File: src/rtl/bp_network_pkg.sv
// Shared network helpers: flit/packet width arithmetic and the flit layout macro.
// Latency: n/a (types and constant functions only).
// Backpressure: n/a.
//
// The flit struct lives in a macro so the serializer and deserializer agree on
// field order ({dest, src, payload}, dest in the MSBs) from a single definition.
`ifndef BP_NETWORK_PKG_SV
`define BP_NETWORK_PKG_SV

`define BP_NETWORK_FLIT_S(dest_w, src_w, payload_w, struct_name) \
    typedef struct packed { \
        logic [(dest_w)-1:0]    dest; \
        logic [(src_w)-1:0]     src; \
        logic [(payload_w)-1:0] payload; \
    } struct_name

package bp_network_pkg;

    // clog2 that never returns 0, so one-entry ranges still get a 1-bit field
    function automatic int safe_clog2(input int n);
        return (n <= 1) ? 1 : $clog2(n);
    endfunction

    // number of P-bit chunks needed to carry an S-bit message
    function automatic int num_packets(input int s, input int p);
        return (s + p - 1) / p;
    endfunction

    function automatic int flit_width(input int p, input int n_dest, input int n_src);
        return p + safe_clog2(n_dest) + safe_clog2(n_src);
    endfunction

endpackage

`endif

File: src/rtl/bsg_dff_reset_en.sv
// Enabled register with synchronous active-high reset.
// Latency: 1 cycle from en_i to data_o.
// Backpressure: none; holds its value while en_i is low.
//
// Ports: clk_i, reset_i (sync, active-high), en_i load enable,
//        data_i next value, data_o registered value.
module bsg_dff_reset_en #(
    parameter int width_p = 8
) (
    input  logic               clk_i,
    input  logic               reset_i,
    input  logic               en_i,
    input  logic [width_p-1:0] data_i,
    output logic [width_p-1:0] data_o
);

    always_ff @(posedge clk_i) begin
        if (reset_i) begin
            data_o <= '0;
        end else if (en_i) begin
            data_o <= data_i;
        end
    end

endmodule

File: src/rtl/bp_network_serializer.sv
// Splits one wide message into P-bit flits {dest, src, chunk}, lowest chunk first.
// Latency: flit 0 is valid the cycle after the accept; one flit per cycle after that.
// Backpressure: flits are held stable while ready_i is low; ready_o is low while a message is in flight.
//
// Ports: clk_i, reset_i (sync, active-high); message side v_i/ready_o/data_i/dest_id_i/src_id_i;
//        link side v_o/data_o/ready_i.
// Optional feature macro: BP_NETWORK_SERIALIZER_BACK_TO_BACK_EN lets a new message be
// accepted in the last-flit handshake cycle (no idle link cycle, but ready_i -> ready_o
// becomes a combinational path). Undefined by default.
module bp_network_serializer
    import bp_network_pkg::*;
#(
    parameter int num_dest            = 4,
    parameter int num_src             = 4,
    parameter int source_data_width_p = 40,
    parameter int packet_data_width_p = 16,
    localparam int dest_id_width_p    = safe_clog2(num_dest),
    localparam int src_id_width_p     = safe_clog2(num_src),
    localparam int num_packets_p      = num_packets(source_data_width_p, packet_data_width_p),
    localparam int total_o_data_width = flit_width(packet_data_width_p, num_dest, num_src)
) (
    input  logic                           clk_i,
    input  logic                           reset_i,
    input  logic                           v_i,
    output logic                           ready_o,
    input  logic [source_data_width_p-1:0] data_i,
    input  logic [dest_id_width_p-1:0]     dest_id_i,
    input  logic [src_id_width_p-1:0]      src_id_i,
    output logic                           v_o,
    output logic [total_o_data_width-1:0]  data_o,
    input  logic                           ready_i
);

    localparam int msg_width_lp   = num_packets_p * packet_data_width_p;
    localparam int count_width_lp = safe_clog2(num_packets_p);
    localparam logic [count_width_lp-1:0] last_count_lp = count_width_lp'(num_packets_p - 1);

    `BP_NETWORK_FLIT_S(dest_id_width_p, src_id_width_p, packet_data_width_p, flit_s);

    typedef struct packed {
        logic [dest_id_width_p-1:0] dest;
        logic [src_id_width_p-1:0]  src;
        logic [msg_width_lp-1:0]    msg;
    } msg_s;

    typedef enum logic {
        IDLE = 1'b0,
        SEND = 1'b1
    } state_e;

    state_e                    state_r, state_n;
    logic [count_width_lp-1:0] count_r, count_n;
    logic                      last;
    logic                      accept;
    msg_s                      msg_in, msg_r;
    flit_s                     flit;

    // zero-extend so the unused top bits of the final chunk go out as zeros
    assign msg_in.dest = dest_id_i;
    assign msg_in.src  = src_id_i;
    assign msg_in.msg  = msg_width_lp'(data_i);

    assign last   = (count_r == last_count_lp);
    assign accept = v_i & ready_o;

    bsg_dff_reset_en #(
        .width_p ($bits(msg_s))
    ) msg_reg (
        .clk_i   (clk_i),
        .reset_i (reset_i),
        .en_i    (accept),
        .data_i  (msg_in),
        .data_o  (msg_r)
    );

    always_ff @(posedge clk_i) begin
        if (reset_i) begin
            state_r <= IDLE;
            count_r <= '0;
        end else begin
            state_r <= state_n;
            count_r <= count_n;
        end
    end

    always_comb begin
        state_n = state_r;
        count_n = count_r;
        ready_o = 1'b0;
        v_o     = 1'b0;
        case (state_r)
            IDLE: begin
                ready_o = 1'b1;
                if (v_i) begin
                    state_n = SEND;
                    count_n = '0;
                end
            end
            SEND: begin
                v_o = 1'b1;
                if (ready_i) begin
                    if (last) begin
                        state_n = IDLE;
                        count_n = '0;
                    end else begin
                        count_n = count_r + count_width_lp'(1);
                    end
                end
`ifdef BP_NETWORK_SERIALIZER_BACK_TO_BACK_EN
                // reload straight from the last-flit handshake: stay in SEND at chunk 0
                ready_o = last & ready_i;
                if (last & ready_i & v_i) begin
                    state_n = SEND;
                    count_n = '0;
                end
`endif
            end
            default: begin
                state_n = IDLE;
                count_n = '0;
            end
        endcase
        // both handshakes are suppressed during reset; the register bank clears itself
        if (reset_i) begin
            ready_o = 1'b0;
            v_o     = 1'b0;
        end
    end

    assign flit.dest    = msg_r.dest;
    assign flit.src     = msg_r.src;
    assign flit.payload = msg_r.msg[count_r * packet_data_width_p +: packet_data_width_p];
    assign data_o       = flit;

endmodule
File: config.mk
export PLATFORM = sky130hd
export DESIGN_NAME = bp_network_serializer
export DESIGN_NICKNAME = d
export VERILOG_FILES = /design/src/rtl/bp_network_pkg.sv /design/src/rtl/bsg_dff_reset_en.sv /design/src/rtl/bp_network_serializer.sv
export SDC_FILE = /design/constraint.sdc
export NUM_CORES = 1
export LEC_CHECK = 0
export ABC_AREA = 1
export CORE_UTILIZATION = 35
export CTS_CLUSTER_SIZE = 40
export DETAILED_ROUTE_END_ITERATION = 7
export SYNTH_ARGS = -nofsm -noshare
export SYNTH_HDL_FRONTEND = slang
export SYNTH_HIERARCHICAL = 1
export SYNTH_SLANG_ARGS = --single-unit
File: constraint.sdc
create_clock -name clk_i -period 1.3 [get_ports clk_i]
set_input_delay 0.195 -clock clk_i [delete_from_list [all_inputs] [get_ports clk_i]]
set_output_delay 0.195 -clock clk_i [all_outputs]
set_load 0.02 [all_outputs]
**Yosys cells after proc, flatten, opt, wreduce, memory -nomap -nowiden**

Index checks and enable logic that the tools add are counted.

- Flip-flop bits (word level): 47
- Memory bits (writable): 0
- Memory bits (read-only): 0
- Memories: 0
- Input bits: 48
- Logic and storage cells: 23
- Latch bits: 0

- Shifts and indexed selects: 1
- Equality and inequality tests: 3
- Bitwise operators: 2
- $add $sub $neg: 1
- Reduce and logical (&&, ||, !) cells: 1
- Multipliers: 0
- Divide/modulo/power cells: 0
- Order comparisons: 0
- Multiplexer cells: 12

Operators with widths:

| kind | count |
|---|---|
| 48-bit by 7-bit indexed part select with 16-bit output | 1 |
| 1-bit 2-to-1 mux | 7 |
| 2-bit 2-to-1 mux | 3 |
| 2-bit != test (second input constant) | 2 |
| 2-bit case mux with 2 select lines | 1 |
| 2-bit by 1-bit adder with 2-bit output (second input constant) | 1 |
| 2-bit equality test (second input constant) | 1 |
| 1-bit case mux with 2 select lines | 1 |
| 2-bit AND reduction | 1 |
| 1-bit AND | 1 |
| 1-bit NOT | 1 |

**Longest topological paths before layout**

Gate-level depths: netlist (run 1).

- Word-level depth: 4
- Depth in mapped cells: 9
- Depth with buffers taken out: 6

**Hierarchy**

The synthesis (run 1) kept the hierarchy.

By module, submodules not included:

| module | sequential area each (µm²) | area each (µm²) | cells each | instances |
|---|---|---|---|---|
| bsg_dff_reset_en | 1041.0 | 2153.3 | 330 | 1 |
| bp_network_serializer | 60.1 | 459.2 | 93 | 1 |

**Least setup slack after synthesis (run 1)**

Ideal clock, no wire load.

- Path type: reg-to-reg
- Start point: reg state_r
- End point: reg msg_reg.data_o[32]
- Stages on the path, launching flop included: 10
- Arrival time: 1303 ps
- Slack: -116 ps
- Cell sequence: dfxtp_1 -> nor2_1 -> nand2_1 -> inv_1 -> buf_6 -> buf_6 -> buf_6 -> nand2_1 -> nand2_1 -> nor2_1

- Cells in the longest elaborated chain, start to end: 3

RTL lines:

| item | line | RTL |
|---|---|---|
| start, declared | bp_network_serializer.sv:51 | `state_e state_r, state_n;` |
| start signal, assigned | bp_network_serializer.sv:81 | `state_r <= state_n;` |
| 1-bit 2-to-1 mux | bp_network_serializer.sv:91 | `case (state_r)` |
| 1-bit 2-to-1 mux | bp_network_serializer.sv:124 | `if (reset_i) begin` |
| via ready_o | bp_network_serializer.sv:25 | `output logic ready_o,` |
| 1-bit AND | bp_network_serializer.sv:64 | `assign accept = v_i & ready_o;` |
| via accept | bp_network_serializer.sv:54 | `logic accept;` |
| end signal, assigned | bsg_dff_reset_en.sv:21 | `data_o <= data_i;` |
| end, declared | bsg_dff_reset_en.sv:14 | `output logic [width_p-1:0] data_o` |

The timed path passes the listed nets, and every way through them passes these cells.
A chain may end at the register's enable or synchronous reset.

**Worst setup path after layout (run 1)**

- Start point: reg count_r[0]
- End point: out data_o[9]

- Cells in the longest elaborated chain, start to end: 1

RTL lines:

| item | line | RTL |
|---|---|---|
| start, declared | bp_network_serializer.sv:52 | `logic [count_width_lp-1:0] count_r, count_n;` |
| start signal, assigned | bp_network_serializer.sv:82 | `count_r <= count_n;` |
| 48-bit by 7-bit indexed part select with 16-bit output | bp_network_serializer.sv:132 | `assign flit.payload = msg_r.msg[count_r * packet_data_width_p +: packet_data_width_p];` |
| end, declared | bp_network_serializer.sv:30 | `output logic [total_o_data_width-1:0] data_o,` |

Every way passes these cells.

==> results of run 1 <==
[routing by layer]
metal  up-vias  global-route usage  part of all wire
li1       1366                   -                 -
met4         0              0.0352            0.0093
met1      1088               0.238              0.51
met5         -                   0                 0
met3         6              0.0345             0.030
met2        35               0.260              0.45
[Yosys cell counts, types with 2 or more instances]
library cell / instances / area (sq um)
nand2_1: 160 / 601
nor2_1: 106 / 398
dfxtp_1: 55 / 1100
inv_1: 55 / 206
nand3_1: 18 / 90.1
buf_6: 10 / 113
buf_2: 7 / 35.0
a21oi_1: 2 / 10.0
clkbuf_1: 2 / 7.51
inv_2: 2 / 7.51
nor2_4: 2 / 22.5
[final cells by class]
| cell class | instances | share of cell area |
|---|---|---|
| multi-input cells | 297 | 0.337 |
| flip-flops and latches | 55 | 0.297 |
| repair buffers | 85 | 0.246 |
| inverters | 58 | 0.0596 |
| well taps | 99 | 0.0331 |
| clock buffers | 6 | 0.0194 |
| clock inverters | 1 | 0.00803 |
[cell families (layout without fill, tap and decap cells)]
group                  count (synthesis)  count (layout)
buffers and inverters                 78             150
DFF                                   55              55
AOI/OAI and AO/OA                      2               2
and+or+nand+nor                      287             287
other                                  1               8
[power by group]
part	internal (mW)	leakage (nW)	switching, mW
logic	0.455	1.37	0.441
registers	1.81	0.454	0.0710
clock network	0.565	0.0513	0.510
total	2.83	1.88	1.02
[worst max-delay path, cell delays in order (launching register included)]
cell and delay [ps]:
dfxtp_4 400, inv_2 50, nor2_4 120, buf_12 140
nand2_1 70, nand3_2 90, buf_6 120
[stage by stage]
stage | worst slack, ps | cells | utilization | area [sq um]
CTS | -199 | 601 | 0.512 | 3700
global route | -263 | 601 | 0.518 | 3740
global placement | -419 | 593 | 0.481 | 3470
floorplan | 66.0 | 430 | - | 2650
detailed placement | -439 | 593 | 0.481 | 3470
finish | -191 | 601 | 0.518 | 3740
[worst paths after layout]
path         slack, ps                  to
max               -190           data_o[9]
min                420             state_r
max reg2reg         70  msg_reg/data_o[16]
min reg2reg        470   msg_reg/data_o[9]
[sequential cells by signal, summed over array words and instances (netlist names)]
signal / flops
msg_reg/data_o: 52
count_r: 2
state_r: 1
[repair_timing]
item                       4_1_cts  5_1_grt
hold endpoints to repair         0        0
setup endpoints to repair       59       68
gates cloned                     1        0
gates resized for setup        132       11
==> qor.csv, run 1 <==
metric,value,unit
clock transition at the registers of the reported paths,90,ps
Post-Synthesis Cells,423,
CTS tree,yes,
Synth Area in Adders,0,
failing checks,negative setup slack,
synthesized flop and latch total,55,
Avg Inst Size Synth,6.18,sq um
HPWL after detailed placement,4250,um
CP Launch Point,count_r[0],
"Setup Fix Bufs, Post-CTS",0,
Leakage,1.88,nW
WHS,424,ps
fraction of the mapped netlist area in compound gates,0.00383,
Peak Freq,671,MHz
async set-reset flop share out of synthesis,0,
GRT overflow,0,
Hold Fails Final Rpt,0,
PortBufs,69,
Final ANT Viol Nets,0,
Synth Flop Type,dfxtp_1,
Die Span X,88.4,um
final setup skew,4.34,ps
Crit. End Element,primary output,
yosys warns,6,
"Hold-fix buffers, CTS",0,
endpoints failing setup,16,
Netlist cell types,15,
pwr dens,1030,nW/um^2
Worst Hold Class,primary input to register,
final worst slack,-191,ps
outcome,"finished, violations left",
Worst VDD drop,428,uV
sequential cell area,1110,sq um
# rows,31,
Final Power,3.85,mW
mux cell area share after synthesis,0,
IO Count,70,
Post-synth EDFFs,0,
worst reg2reg startpoint,state_r,
# Max-Cap Violations,0,
CTS buffer count,5,
Wirelength per Cell,10.2,um
Core ar.,7210,sq um
"commonest non-fill, non-tap cell in the layout",nand2_1,
"Seq/Total Area, Yosys",0.421,
CTS H-tree depth,2,
RSZ-0062 raised after global routing,yes,
largest net degree at the start of global routing,36,
nets,550,
All-Layer GR Usage,0.167,
r2r worst-path depth,8,
clock root buffer,clkbuf_8,
Critical Path AT,1300,ps
Netlist Area Pre-Place,2610,sq um
Crit Path Class,register to primary output,
setup_tns,-2640,ps
area delta synth->final,43.1,%
TritonRoute pass-1 iters,4,
initial antenna violation count,0,
Min-Delay Path Depth,4,
largest family of logic cells by synthesized area,simple AND/OR/NAND/NOR gates,
vias per cell,4.15,
Post-Synth XOR/XNOR Area,0,
vias in the first global route,2173,
initial core utilization,0.362,
Synth Area in Simple Gates,0.428,
first-pass GRT wire length,10000,um
Critical Path RT,1110,ps
Bufs on Longest Clock Path,2,
Worst setup SP type,register,
Final Max Tran Viols,0,
fin crit period,1490,ps
most frequent cells in the layout,"nand2_1, nor2_1, inv_1",
global placement routability congestion,0.789,
WL final,6140,um
DRC,0,
critical hold path startpoint,reset_i,
highest fanout seen on the critical path,11,
drt first-iter violations,125,
CTS sink cnt,55,
layout cells sized above 1,0.137,
Die Y,88.4,um
clk_lat worst skew,300,ps
total number of vias,2495,
number of diodes,0,
Die ar.,7810,sq um
# fillers,769,
multi-input logic area,1260,sq um
fin crit share,1.15,
(Power assumes the default switching activity.)
==> run 2, diff against run 1 <==
--- a/config.mk
+++ b/config.mk
@@ -5,7 +5,6 @@
 export SDC_FILE = /design/constraint.sdc
 export NUM_CORES = 1
 export LEC_CHECK = 0
-export ABC_AREA = 1
 export CORE_UTILIZATION = 35
 export CTS_CLUSTER_SIZE = 40
 export DETAILED_ROUTE_END_ITERATION = 7
==> run 2 against run 1 <==
Net effect:
- critical path depth fell by 2
- global-route usage fell by 1.8 points
- design area fell by 4.3%
- utilization rose by 0.87 points
- die area fell by 5.6%
- critical endpoint is now data_o[11]
- hold slack got worse by 70 ps
- the flow still finishes with violations (negative setup slack)
- area after synthesis fell by 5.7%
- sequential share of layout area rose by 1.3 points
- critical path type unchanged
- combinational power fell by 30%
- clock power rose by 10%
- first-iteration DRC count fell by 52%
- power fell by 6.3%
- largest power group unchanged
==> qor.csv, run 2 <==
metric,value,unit
Netlist cell types,23,
initial antenna violation count,0,
most frequent cells in the layout,"mux2i_1, nor2_1, dfxtp_1",
Worst VDD drop,604,uV
top-count cell post-synth,mux2i_1,
highest fanout seen on the critical path,5,
Post-Synthesis Cells,224,
largest net degree at the start of global routing,40,
Die ar.,7380,sq um
Min-Delay Path Depth,3,
synth cell count leaders,"mux2i_1, dfxtp_1, nor2_1, o2bb2ai_2, o2bb2ai_1",
total number of vias,1843,
top flop regs,"msg_reg/data_o (52), count_r (2), state_r (1)",
Netlist Area Pre-Place,2460,sq um
metal1 wirelength,2650,um
Leakage,1.35,nW
CTS sink cnt,55,
"Cell Count, Final, Fillers Out",408,
All-Layer GR Usage,0.148,
Cells after DPL,396,
Switching Fraction,0.240,
PortBufs,69,
clk_lat worst skew,300,ps
Post-synth EDFFs,0,
initial core utilization,0.363,
WHS,354,ps
r2r worst-path depth,5,
clock share of power,0.326,
Final ANT Viol Nets,0,
Wirelength per Cell,13.2,um
Crit Path Class,register to primary output,
WL final,5390,um
failing checks,negative setup slack,
Synth area leaders,"dfxtp_1, mux2i_1, nor2_1, o2bb2ai_2, buf_8",
Hold Fails Final Rpt,0,
"Seq/Total Area, Yosys",0.447,
vias in the first global route,1845,
layout cells sized above 1,0.237,
Final Max Tran Viols,0,
nets,359,
sequential cell area,1110,sq um
met2 wire length,2370,um
"commonest non-fill, non-tap cell in the layout",mux2i_1,
HPWL after detailed placement,3650,um
number of diodes,0,
Core ar.,6790,sq um
synthesized flop and latch total,55,
drt first-iter violations,60,
most frequent CP cell,buf_6,
# rows,30,
top cell type's share of synthesized area,0.447,
RSZ-0062 raised after global routing,yes,
CP Cell Sequence,buf_6 > mux2i_2 > o2bb2ai_2 > buf_6,
final setup skew,7.45,ps
Die Span X,85.9,um
Peak Freq,649,MHz
clock transition at the registers of the reported paths,100,ps
clock root buffer,clkbuf_8,
Worst Hold Class,primary input to register,
outcome,"finished, violations left",
Biggest register,msg_reg/data_o,
Die Y,85.9,um
CTS buffer count,5,
async set-reset flop share out of synthesis,0,
Int Power,2.74,mW
endpoints failing setup,16,
"Hold-fix buffers, CTS",0,
combinational share of power,0.173,
Critical Path RT,1110,ps
slowest CP cell,dfxtp_4,
setup_tns,-3420,ps
Critical Path AT,1350,ps
"area leader, netlist",dfxtp_1,
pwr dens,1010,nW/um^2
flop2flop setup slack,30,ps
area delta synth->final,45.3,%
CTS tree,yes,
final worst slack,-242,ps
vias per cell,4.52,
# fillers,615,
GRT overflow,0,
first-pass GRT wire length,8630,um
# Max-Cap Violations,0,
Bufs on Longest Clock Path,2,
Seq pwr share,0.501,
CP peak stage delay,410,ps
fin crit period,1540,ps
DRC,0,
global placement routability congestion,0.680,
CTS H-tree depth,2,
final core occ,0.527,
Synth Flop Type,dfxtp_1,
Worst setup SP type,register,
Net Sw Power,865,uW
TritonRoute pass-1 iters,4,
fin crit share,1.19,
uppermost layer routed,met4,
Avg Inst Size Synth,11.0,sq um
Crit. End Element,primary output,
multi-input logic area,1300,sq um
yosys warns,6,
IO Count,70,
wire length on met3,327,um
number of flip-flops in the largest register,52,
-- run 2: cell count changes after synthesis, sizes merged, moves of 6 or more --
cell     delta
buf         -6
inv        -57
mux2i      +68
nand2     -160
nand3      -18
nor2       -55
o2bb2ai    +16
-- run 2: cell families after synthesis --
logic type             count (synthesis)  share of synthesized area
DFF                                   55                      0.447
and+or+nand+nor                       63                      0.108
buffers and inverters                 18                     0.0716
other                                  1                    0.00152
AOI/OAI and AO/OA                     18                     0.0914
muxes                                 69                      0.281
-- run 2: what timing repair did --
action | CTS | global route
setup buffers | 1 | 1
gates cloned | 0 | 2
pin swaps | 6 | 2
gates resized for setup | 113 | 10
setup endpoints to repair | 22 | 25
-- run 2: per-layer routing --
layer | up-vias | global-route usage
li1 | 944 | -
met1 | 848 | 0.197
met2 | 47 | 0.232
met3 | 4 | 0.0462
met4 | 0 | 0.0455
met5 | - | 0
-- run 2: cell type report --
type | count | share of cell area
multi-input combinational | 158 | 0.363
clock inverter | 2 | 0.00979
tap | 96 | 0.0336
clock buffer | 6 | 0.0231
timing repair buffer | 91 | 0.261
sequential | 55 | 0.310
-- run 2: worst paths after layout --
kind	start	endpoint
setup / recovery	count_r[1]	data_o[11]
hold / removal	reset_i	msg_reg/data_o[20]
setup reg to reg	state_r	msg_reg/data_o[31]
hold reg to reg	msg_reg/data_o[51]	msg_reg/data_o[51]
-- run 2: per-stage QoR --
stage	setup WS (ps)	power, mW	area [sq um]
6_report	-242	3.61	3580
5_1_grt	-280	3.76	3580
4_1_cts	-242	3.62	3480
3_5_place_dp	-377	2.44	3310
3_3_place_gp	-356	2.43	3310
2_1_floorplan	16.1	2.16	2500
-- run 2: critical path: cells and delay by family (launching register included) --
kind | cells | cell delay [ps]
flops | 1 | 410
buf+inv | 2 | 290
mux | 1 | 260
compound gates | 1 | 80
-- run 2: power groups by stage --
stage	clock (mW)	combinational (mW)	sequential [mW]
after global placement	0	0.594	1.84
after floorplan	0	0.326	1.84
after CTS	1.21	0.607	1.80
final	1.18	0.625	1.81
after detailed placement	0	0.598	1.84
after global routing	1.27	0.675	1.82
==> run 3, diff against run 2 <==
--- a/config.mk
+++ b/config.mk
@@ -8,7 +8,7 @@
 export CORE_UTILIZATION = 35
 export CTS_CLUSTER_SIZE = 40
 export DETAILED_ROUTE_END_ITERATION = 7
+export PLACE_DENSITY = 0.7
 export SYNTH_ARGS = -nofsm -noshare
 export SYNTH_HDL_FRONTEND = slang
-export SYNTH_HIERARCHICAL = 1
 export SYNTH_SLANG_ARGS = --single-unit
==> run 3 against run 2 <==
Net effect:
- the flow still finishes with violations (negative setup slack)
- power shrank 14%
- clock power shrank 19%
- combinational power shrank 8.0%
- largest cell class is now registers
- cell count shrank 2.5%
- maximum frequency grew 5.7%
- highest routed layer unchanged
==> qor.csv, run 3 <==
metric,value,unit
combinational share of power,0.186,
drt first-iter violations,97,
number of flip-flops in the largest register,44,
global placement routability congestion,0.834,
vias per cell,4.61,
WL final,4750,um
highest fanout seen on the critical path,6,
RSZ-0062 raised after global routing,yes,
Post-Synthesis Cells,256,
failing checks,negative setup slack,
Seq pwr share,0.506,
GRT overflow,0,
"commonest non-fill, non-tap cell in the layout",nand2_1,
synth cell count leaders,"nand2_1, dfxtp_1, a21oi_1, mux2i_1",
worst rel slew slack,0.672,
fin crit period,1460,ps
top-count cell post-synth,nand2_1,
Peak Freq,686,MHz
"area leader, netlist",dfxtp_1,
Hold Fails Final Rpt,0,
Die Y,77.7,um
DRC,0,
initial antenna violation count,0,
first-pass GRT wire length,8230,um
Die ar.,6040,sq um
critical hold path startpoint,data_i[13],
Core ar.,5510,sq um
Crit Path Class,register to primary output,
layout cells sized above 1,0.147,
HPWL after detailed placement,3290,um
# Max-Cap Violations,0,
initial core utilization,0.365,
final worst slack,-158,ps
Final Power,3.09,mW
Cells after DPL,389,
outcome,"finished, violations left",
final setup skew,6.08,ps
"Hold-fix buffers, CTS",0,
pwr dens,1080,nW/um^2
final core occ,0.522,
met1 Use GR,0.228,
Biggest register,msg_reg.data_o,
Wirelength per Cell,11.9,um
clock transition at the registers of the reported paths,90,ps
largest net degree at the start of global routing,48,
yosys warns,0,
TritonRoute pass-1 iters,4,
worst reg2reg startpoint,state_r,
CP Launch Point,count_r[0],
Synth area leaders,"dfxtp_1, nand2_1, a21oi_1, mux2i_1, buf_4",
# rows,27,
Worst Hold Class,primary input to register,
IO Count,70,
async set-reset flop share out of synthesis,0,
setup_tns,-2070,ps
Switching Fraction,0.253,
vias in the first global route,1764,
area delta synth->final,43.1,%
synthesized flop and latch total,47,
Int Power,2.31,mW
Netlist Area Pre-Place,2010,sq um
Netlist cell types,16,
"Cell Count, Final, Fillers Out",398,
All-Layer GR Usage,0.173,
Leakage,1.14,nW
clock share of power,0.308,
clock root buffer,clkbuf_8,
measured slew at the worst slew-check pin,491,ps
most frequent cells in the layout,"nand2_1, clkdlybuf4s50_1, dfxtp_1",
Post-synth EDFFs,0,
Bufs on Longest Clock Path,2,
GR Layer Usage met2,0.265,
Critical Path RT,1110,ps
Worst setup SP type,register,
CTS sink cnt,47,
Avg Inst Size Synth,7.84,sq um
clk_lat worst skew,290,ps
syn_nets,304,
number of diodes,0,
pre-CTS worst setup slack,-410,ps
CTS H-tree depth,2,
Final ANT Viol Nets,0,
Crit. End Element,primary output,
Die Span X,77.7,um
fin crit share,1.12,
top cell type's share of synthesized area,0.469,
PortBufs,69,
"Most Used Layer, Global Route",met2,
CTS buffer count,5,
Net Sw Power,782,uW
endpoints failing setup,16,
nets,373,
Synth Flop Type,dfxtp_1,
Final Max Tran Viols,0,
total number of vias,1833,
Worst VDD drop,625,uV
CTS tree,yes,
# fillers,534,
top flop regs,"msg_reg.data_o (44), count_r (2), state_r (1)",
met3 track demand over resource,0.0471,
"Seq/Total Area, Yosys",0.469,
Critical Path AT,1260,ps
==> run 3: cell types whose count changed in the layout (fill, tap and decap cells not counted), sizes merged, moves of 3 or more <==
cell / change
conb: -8
dfxtp: -8
o2bb2ai: -16
nand2: +96
buf: -3
mux2i: -50
o21ai: +6
a21oi: +44
nor2: -42
==> run 3: power by group through the flow <==
stage | registers, mW | logic, mW | clock network, mW
after global routing | 1.58 | 0.631 | 1.05
after floorplan | 1.58 | 0.317 | 0
after CTS | 1.56 | 0.568 | 0.979
after detailed placement | 1.60 | 0.597 | 0
after global placement | 1.59 | 0.592 | 0
final | 1.56 | 0.575 | 0.953
==> run 3: layout make-up <==
class	count	area [sq um]	share of cell area
Sequential cell	47	946	0.329
Timing Repair Buffer	86	822	0.286
Tap cell	72	90.1	0.0314
Clock buffer	8	100	0.0348
Multi-Input combinational cell	185	915	0.318
==> run 3: worst paths after layout <==
kind | slack (ps) | to | cells past startpoint
setup / recovery | -160 | data_o[6] | 4
hold / removal | 440 | msg_reg.data_o[13] | 3
setup reg to reg | 140 | msg_reg.data_o[17] | 5
hold reg to reg | 450 | msg_reg.data_o[50] | 2
==> run 3: worst max-delay path: stages (launching register included) <==
cell,delay [ps]
dfxtp_4,380
buf_4,140
mux2i_1,110
o22ai_1,180
buf_4,170
==> run 3: per-stage QoR <==
stage	cell area (sq um)	hold slack, ps
finish	2870	437
detailed placement	2810	447
floorplan	2010	310
CTS	2850	431
global route	2870	438
global placement	2810	443
==> run 3: logic make-up after synthesis <==
group | share of synthesized area
compound gates | 0.139
buf+inv | 0.0841
flops | 0.469
mux | 0.0897
simple gates | 0.219
==> run 3: timing repair <==
action | 4_1_cts | 5_1_grt
resized for setup | 90 | 13
endpoints found under the setup margin | 22 | 17
pin swaps | 0 | 2
setup buffers | 1 | 0
==> run 3: per-layer routing <==
metal	part of all wire	wire, um
met1	0.49	2350
met2	0.44	2080
met3	0.052	249
met4	0.015	71
met5	0	0
